===== config.mk =====
export PLATFORM = sky130hd
export DESIGN_NAME = cache_pmem_arbiter_flat
export DESIGN_NICKNAME = d
export VERILOG_FILES = /design/src/rtl/cache_pmem_arbiter_if.sv /design/src/rtl/cache_pmem_arbiter.sv /design/src/flat_wrapper.sv
export SDC_FILE = /design/constraint.sdc
export NUM_CORES = 1
export LEC_CHECK = 0
export ABC_CLOCK_PERIOD_IN_PS = 8250
export BUFFER_PORTS_ARGS = -buffer_cell sky130_fd_sc_hd__buf_4
export CORE_AREA = 4 4 540 542
export CTS_BUF_LIST = sky130_fd_sc_hd__clkbuf_16
export DETAILED_ROUTE_END_ITERATION = 12
export DIE_AREA = 0 0 544 546
export GPL_ROUTABILITY_DRIVEN = 1
export GPL_TIMING_DRIVEN = 1
export MAX_ROUTING_LAYER = met4
export SYNTH_ARGS = -nofsm -noshare
export SYNTH_HDL_FRONTEND = slang
export SYNTH_SLANG_ARGS = --single-unit

===== constraint.sdc =====
create_clock -name clk -period 8.25 [get_ports clk]
set_clock_uncertainty 0.05 [all_clocks]
set_input_delay 0.825 -clock clk [delete_from_list [all_inputs] [get_ports clk]]
set_output_delay 0.825 -clock clk [all_outputs]
set_load 0.01 [all_outputs]

===== src/rtl/cache_pmem_arbiter_if.sv =====
// cache_pmem_arbiter_if: I-cache, D-cache and physical-memory miss-path signals around the arbiter
interface cache_pmem_arbiter_if #(
    parameter int s_line = 256
);
    logic              i_pmem_read;
    logic [31:0]       i_pmem_address;
    logic              i_pmem_resp;
    logic [s_line-1:0] i_pmem_rdata;
    logic              d_pmem_read;
    logic              d_pmem_write;
    logic [31:0]       d_pmem_address;
    logic [s_line-1:0] d_pmem_wdata;
    logic              d_pmem_resp;
    logic [s_line-1:0] d_pmem_rdata;
    logic              pmem_read;
    logic              pmem_write;
    logic [31:0]       pmem_address;
    logic [s_line-1:0] pmem_wdata;
    logic              pmem_resp;
    logic [s_line-1:0] pmem_rdata;

    modport slave (
        input  i_pmem_read, i_pmem_address,
        output i_pmem_resp, i_pmem_rdata,
        input  d_pmem_read, d_pmem_write, d_pmem_address, d_pmem_wdata,
        output d_pmem_resp, d_pmem_rdata,
        output pmem_read, pmem_write, pmem_address, pmem_wdata,
        input  pmem_resp, pmem_rdata
    );

    modport master (
        output i_pmem_read, i_pmem_address,
        input  i_pmem_resp, i_pmem_rdata,
        output d_pmem_read, d_pmem_write, d_pmem_address, d_pmem_wdata,
        input  d_pmem_resp, d_pmem_rdata,
        input  pmem_read, pmem_write, pmem_address, pmem_wdata,
        output pmem_resp, pmem_rdata
    );
endinterface


===== src/rtl/cache_pmem_arbiter.sv =====
// cache_pmem_arbiter: shares one line-wide pmem port between I-cache and D-cache, D-priority with a streak limit
module cache_pmem_arbiter #(
    parameter int s_line       = 256,
    parameter int max_d_streak = 4
) (
    input logic                 clk,
    input logic                 rst,
    cache_pmem_arbiter_if.slave bus
);
    typedef enum logic [1:0] {IDLE, I_BUSY, D_BUSY, DONE} state_e;

    localparam logic [3:0] streak_max = 4'(max_d_streak);

    state_e            state_q, state_d;
    logic [3:0]        streak_q, streak_d;
    logic [31:0]       addr_q, addr_d;
    logic [s_line-1:0] wdata_q, wdata_d;
    logic              wr_q, wr_d;
    logic              d_req, grant_i, rd, wr, i_resp, d_resp;

    assign d_req   = bus.d_pmem_read | bus.d_pmem_write;
    assign grant_i = bus.i_pmem_read & (~d_req | (streak_q == streak_max));

    // Arbitrate in IDLE, latch the winner, and decode strobes/resps from the current state
    always_comb begin
        state_d  = state_q;
        streak_d = streak_q;
        addr_d   = addr_q;
        wdata_d  = wdata_q;
        wr_d     = wr_q;
        rd       = 1'b0;
        wr       = 1'b0;
        i_resp   = 1'b0;
        d_resp   = 1'b0;
        case (state_q)
            IDLE: begin
                if (grant_i) begin
                    state_d  = I_BUSY;
                    addr_d   = bus.i_pmem_address;
                    streak_d = '0;
                end else if (d_req) begin
                    state_d  = D_BUSY;
                    addr_d   = bus.d_pmem_address;
                    wdata_d  = bus.d_pmem_wdata;
                    wr_d     = bus.d_pmem_write;
                    streak_d = !bus.i_pmem_read ? '0 :
                               (streak_q == streak_max) ? streak_q : streak_q + 4'd1;
                end
            end
            I_BUSY: begin
                rd      = 1'b1;
                i_resp  = bus.pmem_resp;
                state_d = bus.pmem_resp ? DONE : I_BUSY;
            end
            D_BUSY: begin
                wr      = wr_q;
                rd      = ~wr_q;
                d_resp  = bus.pmem_resp;
                state_d = bus.pmem_resp ? DONE : D_BUSY;
            end
            DONE:    state_d = IDLE;
            default: state_d = IDLE;
        endcase
    end

    // State, streak and latched transaction; reset drops strobes immediately
    always_ff @(posedge clk or posedge rst) begin
        if (rst) begin
            state_q  <= IDLE;
            streak_q <= '0;
            addr_q   <= '0;
            wdata_q  <= '0;
            wr_q     <= 1'b0;
        end else begin
            state_q  <= state_d;
            streak_q <= streak_d;
            addr_q   <= addr_d;
            wdata_q  <= wdata_d;
            wr_q     <= wr_d;
        end
    end

    assign bus.pmem_read    = rd;
    assign bus.pmem_write   = wr;
    assign bus.pmem_address = addr_q;
    assign bus.pmem_wdata   = wdata_q;
    assign bus.i_pmem_resp  = i_resp;
    assign bus.d_pmem_resp  = d_resp;
    assign bus.i_pmem_rdata = bus.pmem_rdata;
    assign bus.d_pmem_rdata = bus.pmem_rdata;

    // D-cache must never raise read and write together at arbitration; write would be taken
    assert property (@(posedge clk) disable iff (rst)
        !(state_q == IDLE && bus.d_pmem_read && bus.d_pmem_write));
endmodule


===== src/flat_wrapper.sv =====
// flat-port wrapper written by rule: the top's interface ports become plain ports
module cache_pmem_arbiter_flat 
#(
    parameter int s_line       = 256,
    parameter int max_d_streak = 4
)
  (clk, rst, bus_i_pmem_read, bus_i_pmem_address, bus_i_pmem_resp, bus_i_pmem_rdata, bus_d_pmem_read, bus_d_pmem_write, bus_d_pmem_address, bus_d_pmem_wdata, bus_d_pmem_resp, bus_d_pmem_rdata, bus_pmem_read, bus_pmem_write, bus_pmem_address, bus_pmem_wdata, bus_pmem_resp, bus_pmem_rdata);
  cache_pmem_arbiter_if #(.s_line(s_line)) bus_i ();
  input logic clk;
  input logic rst;
  input wire logic [$bits(bus_i.i_pmem_read)-1:0] bus_i_pmem_read;
  input wire logic [$bits(bus_i.i_pmem_address)-1:0] bus_i_pmem_address;
  output wire logic [$bits(bus_i.i_pmem_resp)-1:0] bus_i_pmem_resp;
  output wire logic [$bits(bus_i.i_pmem_rdata)-1:0] bus_i_pmem_rdata;
  input wire logic [$bits(bus_i.d_pmem_read)-1:0] bus_d_pmem_read;
  input wire logic [$bits(bus_i.d_pmem_write)-1:0] bus_d_pmem_write;
  input wire logic [$bits(bus_i.d_pmem_address)-1:0] bus_d_pmem_address;
  input wire logic [$bits(bus_i.d_pmem_wdata)-1:0] bus_d_pmem_wdata;
  output wire logic [$bits(bus_i.d_pmem_resp)-1:0] bus_d_pmem_resp;
  output wire logic [$bits(bus_i.d_pmem_rdata)-1:0] bus_d_pmem_rdata;
  output wire logic [$bits(bus_i.pmem_read)-1:0] bus_pmem_read;
  output wire logic [$bits(bus_i.pmem_write)-1:0] bus_pmem_write;
  output wire logic [$bits(bus_i.pmem_address)-1:0] bus_pmem_address;
  output wire logic [$bits(bus_i.pmem_wdata)-1:0] bus_pmem_wdata;
  input wire logic [$bits(bus_i.pmem_resp)-1:0] bus_pmem_resp;
  input wire logic [$bits(bus_i.pmem_rdata)-1:0] bus_pmem_rdata;
  assign bus_i.i_pmem_read = bus_i_pmem_read;
  assign bus_i.i_pmem_address = bus_i_pmem_address;
  assign bus_i_pmem_resp = bus_i.i_pmem_resp;
  assign bus_i_pmem_rdata = bus_i.i_pmem_rdata;
  assign bus_i.d_pmem_read = bus_d_pmem_read;
  assign bus_i.d_pmem_write = bus_d_pmem_write;
  assign bus_i.d_pmem_address = bus_d_pmem_address;
  assign bus_i.d_pmem_wdata = bus_d_pmem_wdata;
  assign bus_d_pmem_resp = bus_i.d_pmem_resp;
  assign bus_d_pmem_rdata = bus_i.d_pmem_rdata;
  assign bus_pmem_read = bus_i.pmem_read;
  assign bus_pmem_write = bus_i.pmem_write;
  assign bus_pmem_address = bus_i.pmem_address;
  assign bus_pmem_wdata = bus_i.pmem_wdata;
  assign bus_i.pmem_resp = bus_pmem_resp;
  assign bus_i.pmem_rdata = bus_pmem_rdata;
  cache_pmem_arbiter #(.s_line(s_line), .max_d_streak(max_d_streak)) u_core (.clk(clk), .rst(rst), .bus(bus_i));
endmodule

== Yosys cells after proc, flatten, opt, wreduce, memory -nomap -nowiden ==
Cells that the tools add are included.
Operators by class
  $add $sub $neg: 1
  equality and inequality tests: 6
  muxes and demuxes: 15
  bitwise operators: 6
  reductions and logical operators: 5
Operators by type and width (count)
  $mux W32: 2
  $mux W4: 4
  $pmux W2 S4: 1
  $mux W2: 3
  $reduce_and A3 Y1: 2
  $add A4 B1 Y4 const B: 1
  $eq A2 B2 Y1 const B: 2
  $eq A4 B3 Y1 const B: 1
  $mux W1: 4
  $ne A3 B1 Y1 const B: 1
  $ne A3 B2 Y1 const B: 1
  $not A1 Y1: 3
  $eq A2 B1 Y1 const B: 1
  $logic_not A2 Y1: 1
  $or A1 B1 Y1: 2
  $pmux W1 S2: 1
  $reduce_and A2 Y1: 1
  $reduce_bool A2 Y1: 1
  $and A1 B1 Y1: 1
Word-level totals
  flip-flop bits (word level): 295
  input bits: 582
  output and inout port bits: 804
  logic and storage cells: 38

== Depth between registers and ports, before layout ==
Gate-level depths: netlist of the first run.
  depth after elaboration: 6
  mapped depth: 8
  mapped depth without buffers: 5

== Worst setup path after synthesis of the first run ==
OpenSTA, ideal clock, no wires.
  kind: input to register
  start point: input port bus_d_pmem_write
  end point: register u_core.wdata_q[0] (netlist: u_core.bus.pmem_wdata[0])
  setup time: 125 ps
  data arrival time: 1938 ps
  required time: 8075 ps
  slack: 6137 ps
  cell stages on the path: 6
  buffers on the path: 3
  cells stage by stage: buf_2 > nor2_4 > nand3b_4 > buf_12 > buf_8 > mux2_4
Between the ends
  word-level cells in the longest chain between the ends: 6
RTL lines
  start, declared: line flat_wrapper.sv:16  | input wire logic [$bits(bus_i.d_pmem_write)-1:0] bus_d_pmem_write;
  $or A1 B1 Y1 (*): line cache_pmem_arbiter.sv:21  | assign d_req = bus.d_pmem_read | bus.d_pmem_write;
  $not A1 Y1: line cache_pmem_arbiter.sv:22  | assign grant_i = bus.i_pmem_read & (~d_req | (streak_q == streak_max));
  $or A1 B1 Y1: line cache_pmem_arbiter.sv:22
  $and A1 B1 Y1: line cache_pmem_arbiter.sv:22
  $not A1 Y1 (no line)
  $reduce_and A3 Y1 (no line) (*)
  end signal, assigned: line cache_pmem_arbiter.sv:78  | wdata_q <= wdata_d;
  end, declared: line cache_pmem_arbiter.sv:17  | logic [s_line-1:0] wdata_q, wdata_d;
Every way passes the cells marked *; elsewhere a longest branch is shown, timed or not.
A chain may end at the register's enable or synchronous reset.

== Worst setup path in the final report of the first run ==
  start point: input port bus_i_pmem_read
  end point: register u_core.wdata_q[60] (netlist: u_core.bus.pmem_wdata[60])
Between the ends
  word-level cells in the longest chain between the ends: 3
RTL lines
  start, declared: line flat_wrapper.sv:11  | input wire logic [$bits(bus_i.i_pmem_read)-1:0] bus_i_pmem_read;
  $and A1 B1 Y1: line cache_pmem_arbiter.sv:22
  $not A1 Y1 (no line)
  $reduce_and A3 Y1 (no line)
Every way passes these cells.

==> flow_metrics.py, run 1 <==
metrics = {
    "clock_network": {
        "clock_latency_ns": 0.59,
        "htreeDepth": 2,
        "cts_tree": "yes",
        "hold_buffers": 0,
        "cts-resized-gates": 0,
        "post_cts_buffers": 0,
        "clock_path_buffers": 3,
        "clkTransAtPathRegs_ns": 0.06,
        "clock-root-buffer": "clkbuf_16",
        "cts_made_buffers": 37,
        "cts.sinks": 295,
    },
    "detailed_routing": {
        "wl_per_cell_um": 30.5,
        "first_pass_iters": 5,
        "via_per_inst": 2.01,
        "drt_iter0_drc": 698,
        "wirelength_mm": 160,
        "via_count": 10500,
        "ant_nets": 0,
        "drc": 0,
    },
    "global_route": {
        "gr-usage-met3": 0.122,
        "grt_busiest_layer": "met2",
        "first_global_vias": 10700,
        "grtUsageMet2": 0.163,
        "grtUsageMet1": 0.0687,
        "grt_max_degree": 162,
        "grt_overflow": 0,
        "grt_pass1_wl_mm": 183,
        "antenna_found_initial": 71,
        "track_usage": 0.105,
    },
    "timing": {
        "min_period_ns": 3.69,
        "slew_viol_final": 0,
        "rsz0062_at_grt": "false",
        "tightest_slew_ns": 1.07,
        "hold_viol_final": 0,
        "timing.final.crit_share": 0.448,
        "setup_tns_ns": 0,
        "final-setup-viol-count": 0,
        "fmax_mhz": 271,
        "relSlewSlack": 0.287,
    },
    "yosys": {
        "async_reset_ff_frac": 1.00,
        "synthesis.area_um2": 16500,
        "post-synth-top-area-fraction": 0.449,
        "synthTopCellsByCount": "buf_4, dfrtp_1, mux2_4",
        "netlist_instances": 1290,
        "syn-num-nets": 1877,
        "synthFlopType": "dfrtp_1",
        "synth_edf_count": 0,
        "synth_cell_type_count": 36,
        "synth.avg_cell_area_um2": 12.8,
        "yosys_warnings": 0,
        "netlist_top_cells_area": "dfrtp_1, buf_4, mux2_4",
        "synth.most_common_cell": "buf_4",
        "yosysSeqAreaShare": 0.449,
        "synth_area_leader_cell": "dfrtp_1",
        "synth-seq-cells": 295,
    },
    "worst_setup_path": {
        "slowest_stage": "nand4b_4",
        "r2r_slack_ns": 4.68,
        "critPathLaunchType": "input pin",
        "slowest_delay_ns": 0.73,
        "cp_max_fo": 110,
        "worstReg2RegEnd": "u_core.bus.pmem_wdata[60]",
        "crit_required_ns": 8.68,
        "crit_path_end_kind": "flip-flop",
        "critPathKind": "in2reg",
        "r2r-start": "u_core.streak_q[0]",
        "worstPathCellList": "buf_4 > nand4b_4 > nand3b_4 > buf_12 > mux2_2",
        "cp.arrival_ns": 4.13,
        "reg2reg_depth": 6,
    },
    "floorplan": {
        "die_area_um2": 297000,
        "fp.dieW_um": 544,
        "row_count": 197,
        "core_area_um2": 287000,
        "die_h_um": 546,
        "start_util": 0.0574,
        "ioPinCount": 1386,
    },
    "place": {
        "gp_congestion": 0.735,
        "port-buffer-count": 617,
        "place_inst": 5130,
        "dp_hpwl_mm": 148,
        "dpl_cell_area_um2": 21600,
    },
    "cells_and_area": {
        "final_cells": 5224,
        "drive_above_1_share": 0.642,
        "final_core_util": 0.0797,
        "final_nets": 1975,
        "design_area_um2": 22900,
        "syn2layout_area_growth_pct": 39.0,
    },
    "job": {
        "drv_cap": 0,
    },
    "power": {
        "power_density_nw_per_um2": 398,
        "p_leak_nw": 9.51,
        "peakVddDrop_uv": 201,
    },
    "hold_path": {
        "holdPathEnd": "u_core.bus.pmem_wdata[80]",
        "holdCritPathClass": "in2reg",
        "holdPathStages": 2,
        "hp-start": "bus_d_pmem_wdata[80]",
    },
    "status": {
        "status": "completed",
    },
}
cells by family (layout without fill, tap and decap cells):
logic type,Yosys count,in the layout,share of synthesized area
mux,257,257,0.221
compound gates,78,78,0.0332
buf+inv,573,698,0.267
simple gates,82,82,0.0263
flops,295,295,0.449
other cells,0,28,0
fa+ha+maj,5,5,0.00380
through the flow:
stage / power, mW / worst slack (ns) / hold slack, ns
finish: 9.12 / 4.56 / 0.382
global route: 9.70 / 4.43 / 0.341
CTS: 9.36 / 4.58 / 0.318
detailed placement: 7.55 / 3.90 / 0.433
global placement: 7.47 / 4.00 / 0.425
floorplan: 4.98 / 3.46 / 0.430
routing by layer:
metal / vias up / routed length (um)
li1: 4069 / -
met1: 4705 / 37300
met2: 1409 / 72100
met3: 324 / 41800
met4: 0 / 8400
met5: - / 0
placed cells by master (no fill, tap or decap), drive strengths merged, types with 2 or more instances in the layout:
master,count
nor3,2
o211ai,33
mux2,257
buf,627
a22o,2
inv,9
clkbuf,37
clkinvlp,3
o21ai,2
nand3,33
diode,28
dfrtp,295
o31ai,3
nor2b,2
nor2,34
nand3b,3
ha,5
clkinv,16
bufinv,6
a31oi,33
and2,3
state kept, by name, summed over array words and instances (netlist names):
signal                   cells
u_core.bus.pmem_wdata      256
u_core.streak_q              4
u_core.bus.pmem_address     32
u_core.wr_q                  1
u_core.state_q               2
cell type report:
cell class / count / area [um2]
sequential: 295 / 7380
multi-input combinational: 422 / 4690
clock inverter: 29 / 315
timing repair buffer: 627 / 4740
inverter: 5 / 22.5
clock buffer: 37 / 926
tap: 3781 / 4730
antenna: 28 / 70.1
fill: 33300 / 264000
worst max-delay path, delay by kind of cell:
kind                   cells  cell delay, ns
buffers and inverters      2            0.97
and+or+nand+nor            2            1.46
muxes                      1            0.42
worst max path at each step:
stage                                 end  slack (ns)            start
2_1_floorplan  u_core.bus.pmem_address[0]        3.46              rst
3_3_place_gp    u_core.bus.pmem_wdata[59]        4.00  bus_i_pmem_read
3_5_place_dp    u_core.bus.pmem_wdata[59]        3.90  bus_i_pmem_read
4_1_cts         u_core.bus.pmem_wdata[60]        4.58  bus_i_pmem_read
5_1_grt         u_core.bus.pmem_wdata[59]        4.43  bus_i_pmem_read
6_report        u_core.bus.pmem_wdata[60]        4.56  bus_i_pmem_read
power breakdown:
group          switching (mW)  leakage (nW)  internal [mW]
Combinational            2.51          5.45           2.18
Clock                   0.720         0.609           1.01
Sequential              0.487          3.45           2.20
(Power assumes the default switching activity.)
==> inputs of run 2 (changes only) <==
ABC_CLOCK_PERIOD_IN_PS = 3500   (was 8250)
CORE_AREA = 4 4 534 536   (was 4 4 540 542)
DIE_AREA = 0 0 538 540   (was 0 0 544 546)
clock period = 3.5 ns   (was 8.25 ns; I/O delays follow)
==> flow_metrics.py, run 2 (synthesis gave the netlist of run 1 again) <==
metrics = {
    "timing": {
        "setup_tns_ns": 0,
        "timing.final.crit_share": 0.823,
        "tightest_slew_ns": 1.06,
        "final-setup-viol-count": 0,
        "hold_viol_final": 0,
        "rsz0062_at_grt": "false",
        "relSlewSlack": 0.291,
        "slew_viol_final": 0,
        "min_period_ns": 2.88,
        "fmax_mhz": 347,
    },
    "clock_network": {
        "cts.sinks": 295,
        "htreeDepth": 2,
        "clock_latency_ns": 0.63,
        "cts-resized-gates": 0,
        "clock_path_buffers": 3,
        "clock-root-buffer": "clkbuf_16",
        "cts_tree": "yes",
        "cts_made_buffers": 34,
        "clkTransAtPathRegs_ns": 0.08,
    },
    "worst_setup_path": {
        "slowest_delay_ns": 0.57,
        "startpoint": "u_core.state_q[0]",
        "critPathKind": "reg2reg",
        "worstPathCellList": "inv_1 > ha_1 > o31a_2 > buf_4 > nor2_1 > a31oi_1 > dlygate4sd3_1",
        "cp.arrival_ns": 3.37,
        "critPathBufInv": 3,
        "worstReg2RegEnd": "u_core.bus.pmem_address[18]",
        "r2r-start": "u_core.state_q[0]",
        "crit_required_ns": 3.99,
        "crit_end": "u_core.bus.pmem_address[18]",
        "reg2reg_depth": 7,
        "crit_path_end_kind": "flip-flop",
        "cp_max_fo": 62,
        "slowest_stage": "dlygate4sd3_1",
        "r2r_slack_ns": 0.62,
        "critPathLaunchType": "flip-flop",
        "path_depth": 7,
        "path_delay_family": "buffers and inverters",
    },
    "floorplan": {
        "start_util": 0.0586,
        "row_count": 195,
        "fp.dieW_um": 538,
        "core_area_um2": 281000,
        "ioPinCount": 1386,
        "die_h_um": 540,
        "die_area_um2": 291000,
    },
    "global_route": {
        "antenna_found_initial": 110,
        "grt_max_degree": 76,
        "first_global_vias": 12600,
        "grt_pass1_wl_mm": 204,
        "track_usage": 0.120,
        "grt_overflow": 0,
    },
    "detailed_routing": {
        "ant_nets": 0,
        "first_pass_iters": 5,
        "via_count": 12100,
        "wl_per_cell_um": 32.2,
        "via_per_inst": 2.20,
        "drt_iter0_drc": 485,
        "drc": 0,
        "wirelength_mm": 178,
    },
    "cells_and_area": {
        "syn2layout_area_growth_pct": 59.1,
        "final_common_cell": "buf_4",
        "drive_above_1_share": 0.527,
        "mostFrequentLayoutCells": "buf_4, dlygate4sd3_1, dfrtp_1",
        "fill_cells": 32200,
        "final_core_util": 0.0932,
        "final_cells": 5516,
        "final_nets": 2312,
        "largest_reg_flops": 256,
    },
    "place": {
        "gp_congestion": 0.769,
        "dp_hpwl_mm": 164,
        "port-buffer-count": 617,
        "place_inst": 5109,
    },
    "status": {
        "status": "completed",
    },
    "power": {
        "power_density_nw_per_um2": 845,
        "p_leak_nw": 10.9,
        "fin_total_pwr_mw": 22.1,
        "peakVddDrop_uv": 288,
    },
    "job": {
        "drv_cap": 0,
    },
    "hold_path": {
        "holdCritPathClass": "in2reg",
    },
}
## run 2: power by group
group,internal [mW],switching [mW],total [mW]
Clock,2.11,1.65,3.75
Sequential,5.19,1.19,6.38
Combinational,5.75,6.23,12.0
Total,13.1,9.06,22.1
## run 2: tightest hold or removal path: stages
cell	delay, ns
buf_4	0.17
nand3b_1	0.12
a31oi_1	0.08
## run 2: routing by layer
| metal | vias up | GRT usage | wire [um] |
|---|---|---|---|
| li1 | 4732 | - | - |
| met1 | 5444 | 0.0731 | 39700 |
| met2 | 1588 | 0.204 | 86000 |
| met3 | 383 | 0.123 | 41300 |
| met4 | 0 | 0.0540 | 10500 |
| met5 | - | - | 0 |
## run 2: worst min path at each step
stage / slack, ns / to / cells after the start / startpoint
5_1_grt: 0.07 / u_core.state_q[1] / 3 / bus_i_pmem_read
3_3_place_gp: 0.36 / u_core.bus.pmem_wdata[185] / 2 / rst
3_5_place_dp: 0.38 / u_core.bus.pmem_wdata[185] / 2 / rst
4_1_cts: 0.006 / u_core.state_q[1] / 3 / bus_i_pmem_read
2_1_floorplan: 0.43 / u_core.wr_q / 1 / u_core.wr_q
6_report: 0.09 / u_core.state_q[1] / 3 / bus_i_pmem_read
## run 2: repair_timing
action	CTS	global route
setup buffers	0	0
endpoints found under the hold margin	295	0
hold buffers	323	0
## run 2: layout make-up
class / instances / area (um2) / share of cell area
clock inverters: 24 / 282 / 0.0108
diodes: 26 / 65.1 / 0.00249
multi-input cells: 422 / 4690 / 0.179
flip-flops and latches: 295 / 7380 / 0.282
clock buffers: 34 / 851 / 0.0325
repair buffers: 967 / 8210 / 0.313
well taps: 3743 / 4680 / 0.179
inverters: 5 / 22.5 / 0.000860
## run 2: stage by stage
step | setup WS, ns | cell area [um2] | hold slack, ns
CTS | 0.605 | 26100 | 0.00624
finish | 0.621 | 26200 | 0.0946
detailed placement | 1.07 | 21700 | 0.376
global placement | 1.11 | 21700 | 0.365
global route | 0.422 | 26200 | 0.0657
floorplan | -0.817 | 16500 | 0.430
